--- config.mk ---
export PLATFORM = sky130hd
export DESIGN_NAME = cl_sim_flat
export DESIGN_NICKNAME = d
export VERILOG_FILES = /design/src/rtl/cl_sim_pkg.sv /design/src/rtl/cl_sim_if.sv /design/src/rtl/cl_pixel_pack.sv /design/src/rtl/cl_sim.sv /design/src/flat_wrapper.sv
export SDC_FILE = /design/constraint.sdc
export NUM_CORES = 1
export LEC_CHECK = 0
export BUFFER_PORTS_ARGS = -buffer_cell sky130_fd_sc_hd__buf_2
export CAP_MARGIN = 20
export CORE_UTILIZATION = 35
export CTS_BUF_LIST = sky130_fd_sc_hd__clkbuf_8
export CTS_CLUSTER_SIZE = 16
export DETAILED_ROUTE_END_ITERATION = 12
export PLACE_DENSITY = 0.56
export SYNTH_ARGS = -nofsm -noshare
export SYNTH_HDL_FRONTEND = slang
export SYNTH_SLANG_ARGS = --single-unit
--- constraint.sdc ---
create_clock -name clk_85 -period 7.02 [get_ports clk_85]
set_input_delay 0.702 -clock clk_85 [delete_from_list [all_inputs] [get_ports clk_85]]
set_output_delay 0.702 -clock clk_85 [all_outputs]
set_load 0.03 [all_outputs]
--- src/rtl/cl_sim_pkg.sv ---
// Shared constants, types and helpers for the Camera Link 80-bit source model.
package cl_sim_pkg;

  localparam int unsigned PIXEL_SIZE    = 12;
  localparam int unsigned CL_WORD       = 40;
  localparam int unsigned PIX_PER_GROUP = 10;
  localparam int unsigned GROUP_BITS    = PIXEL_SIZE * PIX_PER_GROUP;

  typedef enum logic [1:0] {VBLANK, FRONT, LINE, HBLANK} seq_state_e;

  typedef logic [PIXEL_SIZE-1:0] pixel_t;

  // 40-bit words per line for one half-sensor stream.
  function automatic int unsigned wpl(input int unsigned n_col);
    return n_col * PIXEL_SIZE / CL_WORD;
  endfunction

  function automatic int unsigned cnt_width(input int unsigned n);
    return (n > 1) ? $clog2(n) : 1;
  endfunction

endpackage

--- src/rtl/cl_sim_if.sv ---
// Camera Link full-mode output bundle: framing plus ten 8-bit data ports.
interface cl_sim_if;

  logic       cl_fval;
  logic       cl_z_lval;
  logic [7:0] cl_port_a, cl_port_b, cl_port_c, cl_port_d, cl_port_e;
  logic [7:0] cl_port_f, cl_port_g, cl_port_h, cl_port_i, cl_port_j;

  modport master (
    output cl_fval, cl_z_lval,
    output cl_port_a, cl_port_b, cl_port_c, cl_port_d, cl_port_e,
    output cl_port_f, cl_port_g, cl_port_h, cl_port_i, cl_port_j
  );

  modport slave (
    input cl_fval, cl_z_lval,
    input cl_port_a, cl_port_b, cl_port_c, cl_port_d, cl_port_e,
    input cl_port_f, cl_port_g, cl_port_h, cl_port_i, cl_port_j
  );

endinterface

--- src/rtl/cl_pixel_pack.sv ---
// Packs a group of ten 12-bit pixels into a 120-bit stream and selects one 40-bit word.
module cl_pixel_pack
  import cl_sim_pkg::*;
(
  input  pixel_t                   pix_i [PIX_PER_GROUP],
  input  logic   [1:0]             phase_i,
  output logic   [CL_WORD-1:0]     word_o
);

  logic [GROUP_BITS-1:0] stream;

  always_comb begin
    stream = '0;
    // Pixel 0 occupies the top bits of the stream.
    for (int i = 0; i < PIX_PER_GROUP; i++) begin
      stream[GROUP_BITS-1-PIXEL_SIZE*i -: PIXEL_SIZE] = pix_i[i];
    end
    case (phase_i)
      2'd0:    word_o = stream[119:80];
      2'd1:    word_o = stream[79:40];
      2'd2:    word_o = stream[39:0];
      default: word_o = '0;
    endcase
  end

endmodule

--- src/rtl/cl_sim.sv ---
// Camera Link 80-bit source model: frame/line sequencer, pixel generator, registered outputs.
module cl_sim
  import cl_sim_pkg::*;
#(
  parameter int unsigned N_COL   = 2560,
  parameter int unsigned N_ROW   = 1080,
  parameter int unsigned H_BLANK = 64,
  parameter int unsigned V_BLANK = 1000
) (
  input  logic      clk_85,
  input  logic      reset,
  cl_sim_if.master  cl
);

  localparam int unsigned WPL    = wpl(N_COL);
  localparam int unsigned NGRP   = N_COL / PIX_PER_GROUP;
  localparam int unsigned WordW  = cnt_width(WPL);
  localparam int unsigned RowW   = cnt_width(N_ROW);
  localparam int unsigned GrpW   = cnt_width(NGRP);
  localparam int unsigned CntW   = cnt_width((V_BLANK > H_BLANK) ? V_BLANK : H_BLANK);

  seq_state_e             state_q, state_d;
  logic [CntW-1:0]        cnt_q, cnt_d;
  logic [WordW-1:0]       word_q, word_d;
  logic [1:0]             phase_q, phase_d;
  logic [GrpW-1:0]        grp_q, grp_d;
  logic [RowW-1:0]        row_q, row_d;
  pixel_t                 frame_q, frame_d;

  logic                   fval_q, lval_q;
  logic [CL_WORD-1:0]     top_q, bot_q;

  pixel_t                 base;
  pixel_t                 top_pix [PIX_PER_GROUP];
  pixel_t                 bot_pix [PIX_PER_GROUP];
  logic [CL_WORD-1:0]     top_word, bot_word;

  always_comb begin
    state_d = state_q;
    cnt_d   = cnt_q;
    word_d  = word_q;
    phase_d = phase_q;
    grp_d   = grp_q;
    row_d   = row_q;
    frame_d = frame_q;
    unique case (state_q)
      VBLANK: begin
        if (cnt_q == CntW'(V_BLANK - 1)) begin
          state_d = FRONT;
          cnt_d   = '0;
        end else begin
          cnt_d = cnt_q + 1'b1;
        end
      end
      FRONT: begin
        if (cnt_q == CntW'(H_BLANK - 1)) begin
          state_d = LINE;
          cnt_d   = '0;
          word_d  = '0;
          phase_d = '0;
          grp_d   = '0;
        end else begin
          cnt_d = cnt_q + 1'b1;
        end
      end
      LINE: begin
        if (word_q == WordW'(WPL - 1)) begin
          state_d = HBLANK;
        end else begin
          word_d = word_q + 1'b1;
          if (phase_q == 2'd2) begin
            phase_d = '0;
            grp_d   = grp_q + 1'b1;
          end else begin
            phase_d = phase_q + 1'b1;
          end
        end
      end
      HBLANK: begin
        if (cnt_q == CntW'(H_BLANK - 1)) begin
          cnt_d   = '0;
          word_d  = '0;
          phase_d = '0;
          grp_d   = '0;
          if (row_q == RowW'(N_ROW - 1)) begin
            state_d = VBLANK;
            row_d   = '0;
            frame_d = frame_q + 1'b1;
          end else begin
            state_d = LINE;
            row_d   = row_q + 1'b1;
          end
        end else begin
          cnt_d = cnt_q + 1'b1;
        end
      end
      default: state_d = VBLANK;
    endcase
  end

  // Pixels follow the next-state counters so data lands on the same edge as lval.
  always_comb begin
    base = frame_d + PIXEL_SIZE'(row_d) + PIXEL_SIZE'(grp_d * PIX_PER_GROUP);
    for (int i = 0; i < PIX_PER_GROUP; i++) begin
      top_pix[i] = base + PIXEL_SIZE'(i);
      bot_pix[i] = top_pix[i] + 12'h800;
    end
  end

  cl_pixel_pack u_pack_top (
    .pix_i   (top_pix),
    .phase_i (phase_d),
    .word_o  (top_word)
  );

  cl_pixel_pack u_pack_bot (
    .pix_i   (bot_pix),
    .phase_i (phase_d),
    .word_o  (bot_word)
  );

  always_ff @(posedge clk_85 or posedge reset) begin
    if (reset) begin
      state_q <= VBLANK;
      cnt_q   <= '0;
      word_q  <= '0;
      phase_q <= '0;
      grp_q   <= '0;
      row_q   <= '0;
      frame_q <= '0;
      fval_q  <= 1'b0;
      lval_q  <= 1'b0;
      top_q   <= '0;
      bot_q   <= '0;
    end else begin
      state_q <= state_d;
      cnt_q   <= cnt_d;
      word_q  <= word_d;
      phase_q <= phase_d;
      grp_q   <= grp_d;
      row_q   <= row_d;
      frame_q <= frame_d;
      fval_q  <= (state_d != VBLANK);
      lval_q  <= (state_d == LINE);
      top_q   <= (state_d == LINE) ? top_word : '0;
      bot_q   <= (state_d == LINE) ? bot_word : '0;
    end
  end

  assign cl.cl_fval   = fval_q;
  assign cl.cl_z_lval = lval_q;
  assign {cl.cl_port_a, cl.cl_port_b, cl.cl_port_c, cl.cl_port_d, cl.cl_port_e} = top_q;
  assign {cl.cl_port_f, cl.cl_port_g, cl.cl_port_h, cl.cl_port_i, cl.cl_port_j} = bot_q;

endmodule

--- src/flat_wrapper.sv ---
// flat-port wrapper written by rule: the top's interface ports become plain ports
module cl_sim_flat import cl_sim_pkg::*;
#(
  parameter int unsigned N_COL   = 2560,
  parameter int unsigned N_ROW   = 1080,
  parameter int unsigned H_BLANK = 64,
  parameter int unsigned V_BLANK = 1000
)
  (clk_85, reset, cl_cl_fval, cl_cl_z_lval, cl_cl_port_a, cl_cl_port_b, cl_cl_port_c, cl_cl_port_d, cl_cl_port_e, cl_cl_port_f, cl_cl_port_g, cl_cl_port_h, cl_cl_port_i, cl_cl_port_j);
  cl_sim_if cl_i ();
  input  logic clk_85;
  input  logic reset;
  output wire logic [$bits(cl_i.cl_fval)-1:0] cl_cl_fval;
  output wire logic [$bits(cl_i.cl_z_lval)-1:0] cl_cl_z_lval;
  output wire logic [$bits(cl_i.cl_port_a)-1:0] cl_cl_port_a;
  output wire logic [$bits(cl_i.cl_port_b)-1:0] cl_cl_port_b;
  output wire logic [$bits(cl_i.cl_port_c)-1:0] cl_cl_port_c;
  output wire logic [$bits(cl_i.cl_port_d)-1:0] cl_cl_port_d;
  output wire logic [$bits(cl_i.cl_port_e)-1:0] cl_cl_port_e;
  output wire logic [$bits(cl_i.cl_port_f)-1:0] cl_cl_port_f;
  output wire logic [$bits(cl_i.cl_port_g)-1:0] cl_cl_port_g;
  output wire logic [$bits(cl_i.cl_port_h)-1:0] cl_cl_port_h;
  output wire logic [$bits(cl_i.cl_port_i)-1:0] cl_cl_port_i;
  output wire logic [$bits(cl_i.cl_port_j)-1:0] cl_cl_port_j;
  assign cl_cl_fval = cl_i.cl_fval;
  assign cl_cl_z_lval = cl_i.cl_z_lval;
  assign cl_cl_port_a = cl_i.cl_port_a;
  assign cl_cl_port_b = cl_i.cl_port_b;
  assign cl_cl_port_c = cl_i.cl_port_c;
  assign cl_cl_port_d = cl_i.cl_port_d;
  assign cl_cl_port_e = cl_i.cl_port_e;
  assign cl_cl_port_f = cl_i.cl_port_f;
  assign cl_cl_port_g = cl_i.cl_port_g;
  assign cl_cl_port_h = cl_i.cl_port_h;
  assign cl_cl_port_i = cl_i.cl_port_i;
  assign cl_cl_port_j = cl_i.cl_port_j;
  cl_sim #(.N_COL(N_COL), .N_ROW(N_ROW), .H_BLANK(H_BLANK), .V_BLANK(V_BLANK)) u_core (.clk_85(clk_85), .reset(reset), .cl(cl_i));
endmodule
# Word-level counts from Yosys, hierarchy flattened

Cells that the tools add are included.
W data, S select, Z words.

Flip-flop bits (word level): 137
Input bits: 2

Muxes and demuxes: 30
Add/subtract/negate cells: 27
Eq/ne operators: 13
Reductions and logical operators: 7
Multiply operators: 1

Operators by type and width:

| kind                     | number |
|---|---|
| $pmux W40 S3             | 2 |
| $add A12 B12 Y12 const B | 10 |
| $mux W40                 | 2 |
| $add A12 B3 Y12 const B  | 4 |
| $mux W10                 | 4 |
| $pmux W10 S2             | 2 |
| $mux W12                 | 3 |
| $mux W11                 | 3 |
| $add A12 B1 Y12 const B  | 2 |
| $add A12 B2 Y12 const B  | 2 |
| $add A12 B4 Y12 const B  | 2 |
| $mux W8                  | 3 |
| $add A10 B1 Y10 const B  | 2 |
| $eq A10 B10 Y1 const B   | 2 |
| $mux W2                  | 8 |
| $pmux W8 S2              | 1 |
| $add A12 B11 Y12         | 1 |
| $add A12 B12 Y12         | 1 |
| $add A11 B1 Y11 const B  | 1 |
| $eq A11 B11 Y1 const B   | 1 |
| $mul A8 B3 Y11 const B   | 1 |
| $eq A10 B6 Y1 const B    | 1 |
| $eq A2 B2 Y1 const B     | 5 |
| $add A8 B1 Y8 const B    | 1 |
| other kinds (10)         | 14 |

# Depth between registers and ports, before layout

Gate-level depths: netlist of run 1.

Word-level depth: 10
Mapped depth: 30

# Modules after synthesis

From an unflattened synthesis of run 1, not the netlist that was laid out.

Cell total of the unflattened synthesis: 954
Area, all modules: 9618.0 um^2

By module, submodules not included:

| module        | instances | area each (um^2) | sequential area each (um^2) | cells an instance |
|---|---|---|---|---|
| cl_sim        | 1         | 7786.2           | 3428.3                      | 766 |
| cl_pixel_pack | 2         | 915.9            | 0.0                         | 94 |

# Worst setup path after synthesis of run 1

No wires, ideal clock.

Path kind: register to register
Start: register u_core.cnt_q[7]
End: register u_core.bot_q[23]
Slack: 1272 ps
Library setup time: 69 ps
Stages on the path, launching flop included: 21
Arrival: 5679 ps
Path through: dfrtp_1 buf_6 or4_1 or4_1 clkbuf_1 nand2_1 o21ai_0 ha_1 ha_1 fa_1 ha_1 xor2_1 inv_1 ha_1 clkbuf_1 nor4b_1 and4b_1 clkbuf_1 a21o_1 or3_1 nand3_1

Longest elaborated chain between the ends: 9

Ends and longest elaborated chain:

| item                                    | line                       | source |
|---|---|---|
| from (decl)                             | cl_sim.sv:23               | `logic [CntW-1:0] cnt_q, cnt_d;` |
| from (signal assigned)                  | cl_sim.sv:137              | `cnt_q <= cnt_d;` |
| $eq A10 B6 Y1 (*)                       | cl_sim.sv:56, cl_sim.sv:80 |  |
| $mux W8 (*)                             | cl_sim.sv:56, cl_sim.sv:80 |  |
| $pmux W8 S2 (*)                         | cl_sim.sv:46               | `unique case (state_q)` |
| via u_core.grp_d[1]                     | cl_sim.sv:26               | `logic [GrpW-1:0] grp_q, grp_d;` |
| $mul A8 B3 Y11 (*)                      | cl_sim.sv:103              | `base = frame_d + PIXEL_SIZE'(row_d) + PIXEL_SIZE'(grp_d * PIX_PER_GROUP);` |
| $add A12 B12 Y12 (*)                    | cl_sim.sv:103              |  |
| $add A12 B4 Y12 (tied with other cells) | cl_sim.sv:105              | `top_pix[i] = base + PIXEL_SIZE'(i);` |
| $add A12 B12 Y12                        | cl_sim.sv:106              | `bot_pix[i] = top_pix[i] + 12'h800;` |
| $pmux W40 S3 (*)                        | cl_pixel_pack.sv:18        | `case (phase_i)` |
| $mux W40 (*)                            | cl_sim.sv:146              | `bot_q <= (state_d == LINE) ? bot_word : '0;` |
| to (signal assigned)                    | cl_sim.sv:146              |  |
| to (decl)                               | cl_sim.sv:31               | `logic [CL_WORD-1:0] top_q, bot_q;` |

The timed path passes the listed nets; every way through them passes the cells marked *.
A chain may end at the register's enable or synchronous reset.

# Worst setup path after layout of run 1

Start: register u_core.cnt_q[7]
End: register u_core.bot_q[11]

Longest elaborated chain between the ends: 9

Ends and longest elaborated chain:

| item                                    | line |
|---|---|
| $eq A10 B6 Y1 (*)                       | cl_sim.sv:56, cl_sim.sv:80 |
| $mux W8 (*)                             | cl_sim.sv:56, cl_sim.sv:80 |
| $pmux W8 S2 (*)                         | cl_sim.sv:46 |
| via u_core.grp_d[1]                     | cl_sim.sv:26 |
| $mul A8 B3 Y11 (*)                      | cl_sim.sv:103 |
| $add A12 B12 Y12 (*)                    | cl_sim.sv:103 |
| $add A12 B4 Y12 (tied with other cells) | cl_sim.sv:105 |
| $add A12 B12 Y12                        | cl_sim.sv:106 |
| $pmux W40 S3 (*)                        | cl_pixel_pack.sv:18 |
| $mux W40 (*)                            | cl_sim.sv:146 |

Marks and branches as above.

==> summary.txt, run 1 <==
Worst setup path
  – Slowest stage delay, CP: 600 ps
  – Reg2Reg Launch Point: u_core.cnt_q[7]
  – Slowest CP cell: or4_1
  – CP startpoint: u_core.cnt_q[7]
  – R2R setup slack: 610 ps
  – Nature of the critical path startpoint: flip-flop
  – Critical path class: flip-flop to flip-flop
  – CP top delay family: simple AND/OR/NAND/NOR gates
  – CP Max Fanout: 9
  – Worst EP arrival: 6740 ps
  – Worst Setup End Kind: flip-flop
  – Buf+Inv Stages, Crit Path: 2
  – Critical path required time: 7350 ps
  – Crit-path cells: or4_1, or4_1, nand2_1, o21ai_0, ha_1, ha_1, inv_1, fa_1, inv_1, fa_1, ha_1, a21o_1, a31oi_1, a21oi_1, or4_1, a31o_1, nor4_1, o21ai_0, nand3_1

Synthesis
  – Post-synth top flop: dfrtp_1
  – Post-synth top area share: 34.7%
  – Syn avg cell area: 8.80 um2
  – Yosys top cell by area: dfrtp_1
  – Synth unique cells: 69
  – Seq/Total Area, Yosys: 34.7%
  – Number of synthesized flops with an enable pin: 0
  – Synthesized Nets: 928
  – Cells after synthesis: 877
  – Area contributors post-synth: dfrtp_1 (35%), xnor2_1 (6.8%), ha_1 (6.0%), nand3_1 (4.6%), xor2_1 (4.5%)
  – #FFs+latches synth: 107
  – YS warnings: 0
  – Asr flop ratio synth: 100%
  – Post-Syn Area: 7720 um2

CTS
  – Cts repair resizes: 0
  – Worst-skew pair later-pin latency: 400 ps
  – CTS buffer count: 9
  – Clk root buf: clkbuf_8
  – Post-CTS Hold Buffers: 0
  – Clock buffer depth: 2
  – Clock net sink count: 107
  – CTS tree: built
  – Post-CTS Setup Inserts: 0
  – Clk slew on worst S/H paths: 110 ps
  – H-tree depth: 3

Global route
  – GRT Util Overall: 18.7%
  – Largest net degree at the start of global routing: 70
  – GRT Residual Overflow: 0
  – First-pass GRT wire length: 32900 um
  – Number of global-route vias before repair: 6126
  – Antenna violations before repair: 0

Floorplan
  – Initial Util: 36.2%
  – Die area: 22700 um2
  – Die X: 151 um
  – Site row count: 53
  – Die Ht: 151 um
  – Io pins: 84
  – Core Region: 21400 um2

STA
  – Fmax achieved: 0.156 GHz
  – Worst rel slew slack: 26.9%
  – Final hold vios: 0
  – Setup violations, final: 0
  – Setup TNS: 0 ps
  – Final Critical Period: 6410 ps
  – RSZ-0062 raised after global routing: no
  – Clock Skew: 13.7 ps
  – Period utilization: 91.3%
  – Slew @ Worst Pin: 1090 ps
  – Final slew viol count: 0

Finish
  – Area grow syn2layout: 8.57%
  – Layout cell share with drive strength beyond 1: 15.3%
  – Layout Cells excl Fill: 1190
  – Ant diodes: 0
  – Nets: 961

Run status
  – Status: completed

Routing
  – Drt pass-1 iters: 7
  – ANT nets after route: 0
  – Drt drc: 0
  – Via density per instance: 5.47
  – WL final: 20200 um
  – Iter 0 DRT Violations: 514
  – Vias post-DR: 6515
  – WL per Instance: 17.0 um

Power
  – Switching power: 0.241 mW
  – Net Sw Frac: 23.3%
  – Pwr per Cell Area: 123 nW/um2
  – Comb pwr share: 1.2%
  – LEAKAGE: 3.92 nW
  – Sequential power share: 59.6%
  – Clk pwr share: 39.1%
  – Power Internal: 0.792 mW
  – Tot Pwr: 1.03 mW
  – VDD IR max: 0.0977 mV

Place
  – Dpl cells: 1174
  – GPL Wtd Cong: 0.874
  – DP HPWL: 14600 um
  – PortBufs: 83

Min path
  – Hold Path Class: input port to async pin

Run
  – MaxCap Viol Count: 0
## cell families after synthesis
group / synth area share, %
AOI/OAI and AO/OA: 15.8
buffers and inverters: 6.87
and+or+nand+nor: 21.2
DFF: 34.7
muxes: 0.551
adders and majority gates: 9.11
xor gates and xnor gates: 11.8
## worst paths after layout
kind / cells after the start / endpoint
setup / recovery: 19 / u_core.bot_q[11]
hold / removal: 2 / u_core.bot_q[23]
setup reg to reg: 19 / u_core.bot_q[11]
hold reg to reg: 1 / u_core.frame_q[11]
max in group asynchronous: 3 / u_core.top_q[38]
min in group clk_85: 1 / u_core.frame_q[11]
## per-layer routing
layer | track usage [%] | part of all wire, % | vias to the layer above
li1 | - | - | 3156
met5 | 0 | 0 | -
met4 | 6.97 | 1.8 | 0
met3 | 2.85 | 5.6 | 22
met2 | 27.8 | 44 | 213
met1 | 27.2 | 49 | 3124
## layout make-up
| class | count | area [um2] |
|---|---|---|
| fillers | 2193 | 13000 |
| multi-input cells | 666 | 4520 |
| flip-flops and latches | 107 | 2680 |
| repair buffers | 100 | 543 |
| well taps | 275 | 344 |
| clock buffers | 10 | 138 |
| inverters | 26 | 100 |
| clock inverters | 6 | 63.8 |
## state kept, by name, indices dropped and copies added, names as in the netlist
signal               cells
u_core.top_q            40
u_core.frame_q          12
u_core.row_q            11
u_core.bot_q            10
u_core.cnt_q            10
u_core.word_q           10
u_core.grp_q             8
u_core.phase_q           2
u_core.state_q           2
u_core.cl.cl_fval        1
u_core.cl.cl_z_lval      1
## cell usage after synthesis (2+ instances only)
| cell type | number |
|---|---|
| and3_1 | 13 |
| nor2_1 | 60 |
| fa_1 | 12 |
| buf_4 | 31 |
| and4_1 | 2 |
| nor3_2 | 2 |
| or4_1 | 4 |
| dfrtp_1 | 107 |
| o21ai_0 | 45 |
| a22oi_1 | 14 |
| a31oi_1 | 15 |
| a21oi_2 | 2 |
| nand3_1 | 71 |
| or4b_4 | 2 |
| and2_1 | 6 |
| a21oi_1 | 36 |
| mux2i_1 | 2 |
| inv_2 | 3 |
| o21ai_1 | 9 |
| mux2_2 | 2 |
| nor2b_1 | 4 |
| nand4_1 | 14 |
| xnor2_1 | 60 |
| o22ai_1 | 17 |
| o31ai_1 | 8 |
| nor4_1 | 12 |
| and4b_1 | 2 |
| buf_2 | 7 |
| ha_1 | 37 |
| xor2_1 | 40 |
| nand4b_1 | 3 |
| nand2_1 | 81 |
| inv_1 | 22 |
| o21a_1 | 3 |
| nand2b_1 | 10 |
| a21o_1 | 14 |
| buf_6 | 2 |
| nor4_2 | 2 |
| nor3_1 | 18 |
| clkbuf_1 | 37 |
| or2_2 | 2 |
| a222oi_1 | 12 |
| o211ai_1 | 3 |
| or3_1 | 4 |
## placed cells by master, fill, tap and decap left out, types with 13 or more instances in the layout
cell type  instances
a21o_1            14
a21oi_1           35
a22oi_1           14
a31oi_1           15
and3_1            13
buf_2             83
buf_4             17
dfrtp_1          107
ha_1              37
inv_1             22
nand2_1           81
nand3_1           71
nand4_1           14
nor2_1            60
nor3_1            18
o21ai_0           45
o22ai_1           17
xnor2_1           60
xor2_1            40
## power groups by stage
stage	Combinational (mW)	Sequential, mW	Clock, mW
after floorplan	0.00895	0.628	0
after global placement	0.0140	0.628	0
after detailed placement	0.0140	0.628	0
after CTS	0.0140	0.616	0.421
after global routing	0.0156	0.616	0.441
final	0.0127	0.616	0.404
## stage by stage
| step | area [um2] | setup slack, ps | utilization [%] | hold WS (ps) |
|---|---|---|---|---|
| global route | 8380 | 235 | 39.3 | 347 |
| finish | 8380 | 610 | 39.3 | 312 |
| detailed placement | 8180 | 712 | 38.3 | 487 |
| floorplan | 7720 | 1270 | - | 466 |
| CTS | 8380 | 661 | 39.3 | 314 |
| global placement | 8180 | 646 | 38.3 | 482 |
Power figures use the tool's default switching activity.
==> run 2: changes to the inputs <==
ABC_AREA = 1   (was unset)
==> summary.txt, run 2 <==
Routing
  – WL final: 21700 um
  – ANT nets after route: 0
  – Top Layer Used: met4
  – Drt pass-1 iters: 5
  – WL per Instance: 15.4 um
  – Vias post-DR: 7115
  – Met3 wire length: 1190 um
  – Via density per instance: 5.04
  – WL met1: 10500 um
  – Iter 0 DRT Violations: 494
  – Drt drc: 0
  – Met2 WL post-DR: 9760 um

Finish
  – Nets: 1144
  – Layout Cells excl Fill: 1411
  – Commonest non-fill, non-tap cells in the layout: nand2_1 (181), inv_1 (137), dfrtp_1 (107)
  – Area grow syn2layout: 7.20%
  – Commonest non-fill, non-tap cell in the layout: nand2_1
  – Max FFs per register: 40
  – Area of the multi-input gates: 4470 um2
  – Fill cells: 2390
  – Largest registers: u_core.top_q: 40 flops, u_core.frame_q: 12 flops, u_core.row_q: 11 flops
  – Cell area after layout: 8760 um2
  – FF+latch area: 2680 um2
  – Final design utilization: 38.5%
  – Ant diodes: 0
  – Layout cell share with drive strength beyond 1: 17.6%
  – Biggest register: u_core.top_q

CTS
  – Clock buffer depth: 2
  – Post-CTS Hold Buffers: 0
  – Post-CTS Setup Inserts: 0
  – H-tree depth: 3
  – Cts repair resizes: 0
  – Clk root buf: clkbuf_8
  – CTS buffer count: 9
  – Worst-skew pair later-pin latency: 390 ps
  – Clock net sink count: 107
  – CTS tree: built
  – Clk slew on worst S/H paths: 110 ps

Global route
  – GRT Residual Overflow: 0
  – First-pass GRT wire length: 36100 um
  – Antenna violations before repair: 0
  – Number of global-route vias before repair: 6971
  – Largest net degree at the start of global routing: 56
  – GRT Util Overall: 19.1%

Floorplan
  – Core Region: 22800 um2
  – Die area: 24000 um2
  – Site row count: 55
  – Die Ht: 155 um
  – Io pins: 84
  – Initial Util: 35.9%
  – Die X: 155 um

Run
  – MaxCap Viol Count: 0

Worst setup path
  – CP Max Fanout: 11
  – Slowest CP cell: fa_1
  – Worst EP arrival: 6350 ps
  – Critical path class: flip-flop to flip-flop
  – Worst Setup End Kind: flip-flop
  – Nature of the critical path startpoint: flip-flop
  – Slowest stage delay, CP: 500 ps
  – Critical path required time: 7330 ps
  – CP most frequent cell: nand2_1

Power
  – Net Sw Frac: 23.9%
  – Comb pwr share: 1.3%
  – Tot Pwr: 0.992 mW
  – Sequential power share: 62.1%
  – LEAKAGE: 4.32 nW
  – Clk pwr share: 36.6%
  – Pwr per Cell Area: 113 nW/um2
  – Switching power: 0.237 mW
  – Power Internal: 0.756 mW
  – VDD IR max: 0.0734 mV

Min path
  – Hold Path Class: input port to async pin

STA
  – Final Critical Period: 6040 ps
  – Final hold vios: 0
  – Slew @ Worst Pin: 907 ps
  – Period utilization: 86.1%
  – Fmax achieved: 0.166 GHz
  – Final slew viol count: 0
  – Worst rel slew slack: 39.5%
  – Clock Skew: 11.0 ps
  – Setup TNS: 0 ps
  – Setup violations, final: 0
  – RSZ-0062 raised after global routing: no

Synthesis
  – #FFs+latches synth: 107
  – YS warnings: 0
  – Most common cell in the netlist: nand2_1
  – Seq/Total Area, Yosys: 32.8%
  – Post-Syn Area: 8170 um2
  – Syn avg cell area: 7.72 um2
  – Cells after synthesis: 1058
  – Post-synth top area share: 32.8%
  – Compound-Gate Fraction of Synth Area: 14.6%
  – Asr flop ratio synth: 100%
  – Main combinational cell family by area after synthesis: simple AND/OR/NAND/NOR gates
  – Area contributors post-synth: dfrtp_1 (33%), nand2_1 (8.3%), inv_1 (6.3%), nand3_1 (6.1%), ha_1 (5.7%)
  – Yosys top cell by area: dfrtp_1
  – Post-synth top flop: dfrtp_1
  – Synth unique cells: 56
  – Multiplexer share of the synthesized area: 0.245%
  – Post-synthesis simple-gate area fraction: 26.9%
  – Xor/xnor share of the synthesized area: 4.38%
  – Synthesized Nets: 1109
  – Number of synthesized flops with an enable pin: 0
  – Commonest cells in the netlist: nand2_1 (181), inv_1 (137), dfrtp_1 (107), nand3_1 (99), nor2_1 (84)
  – Adder-cell share of the synthesized area: 8.61%

Place
  – DP HPWL: 16100 um
  – Placed cell area: 8580 um2
  – Dpl cells: 1395
  – GPL Wtd Cong: 0.936
  – PortBufs: 83

Run status
  – Status: completed
run 2: cell count changes after synthesis, moves of 16 or more:
cell	delta
nand2_1	+100
nor2_1	+24
nand3_1	+28
xnor2_1	-49
inv_1	+115
a21oi_1	+16
inv_2	+17
clkbuf_1	-28
xor2_1	-17
run 2: power by group through the flow:
| stage | Clock, mW | Sequential [mW] | Combinational, mW |
|---|---|---|---|
| floorplan | 0 | 0.628 | 0.00895 |
| global route | 0.407 | 0.616 | 0.0161 |
| global placement | 0 | 0.628 | 0.0141 |
| detailed placement | 0 | 0.628 | 0.0145 |
| CTS | 0.383 | 0.616 | 0.0142 |
| finish | 0.364 | 0.616 | 0.0129 |
run 2: cell type report:
| cell class | instances | share of cell area (%) |
|---|---|---|
| repair buffers | 87 | 5.08 |
| clock inverters | 6 | 0.471 |
| flip-flops and latches | 107 | 30.6 |
| multi-input cells | 730 | 51.0 |
| clock buffers | 10 | 1.57 |
| well taps | 313 | 4.47 |
| inverters | 158 | 6.83 |
run 2: cells by family after synthesis:
logic type               after synthesis
AO/OA/AOI/OAI                        196
adder cells (fa/ha/maj)               49
AND/OR/NAND/NOR                      446
flip-flops                           107
buffers and inverters                221
multiplexers                           2
XOR/XNOR                              37
run 2: through the flow:
step | hold WS, ps | setup slack, ps
2_1_floorplan | 471 | 1900
3_3_place_gp | 482 | 1020
3_5_place_dp | 496 | 1010
4_1_cts | 423 | 937
5_1_grt | 477 | 253
6_report | 417 | 978
run 2: worst paths after layout:
check	from	end	slack, ps	cells after the start
max in group asynchronous	reset	u_core.top_q[0]	5420	3
hold reg to reg	u_core.word_q[0]	u_core.word_q[0]	510	1
min in group clk_85	u_core.word_q[0]	u_core.word_q[0]	510	1
hold / removal	reset	u_core.word_q[4]	420	2
setup reg to reg	u_core.cnt_q[0]	u_core.top_q[31]	980	35
setup / recovery	u_core.cnt_q[0]	u_core.top_q[31]	980	35
run 2: routing by layer:
layer | track usage, % | vias up
met2 | 30.2 | 225
met4 | 4.86 | 0
met5 | 0 | -
met3 | 3.22 | 23
li1 | - | 3521
met1 | 26.9 | 3346
run 2: worst max-delay path: cells and delay by family (launching register included):
family	cells	cell delay, ps
buffers and inverters	5	310
adders and majority gates	6	1830
xor gates and xnor gates	1	150
and+or+nand+nor	19	2310
AOI/OAI and AO/OA	4	950
DFF	1	400
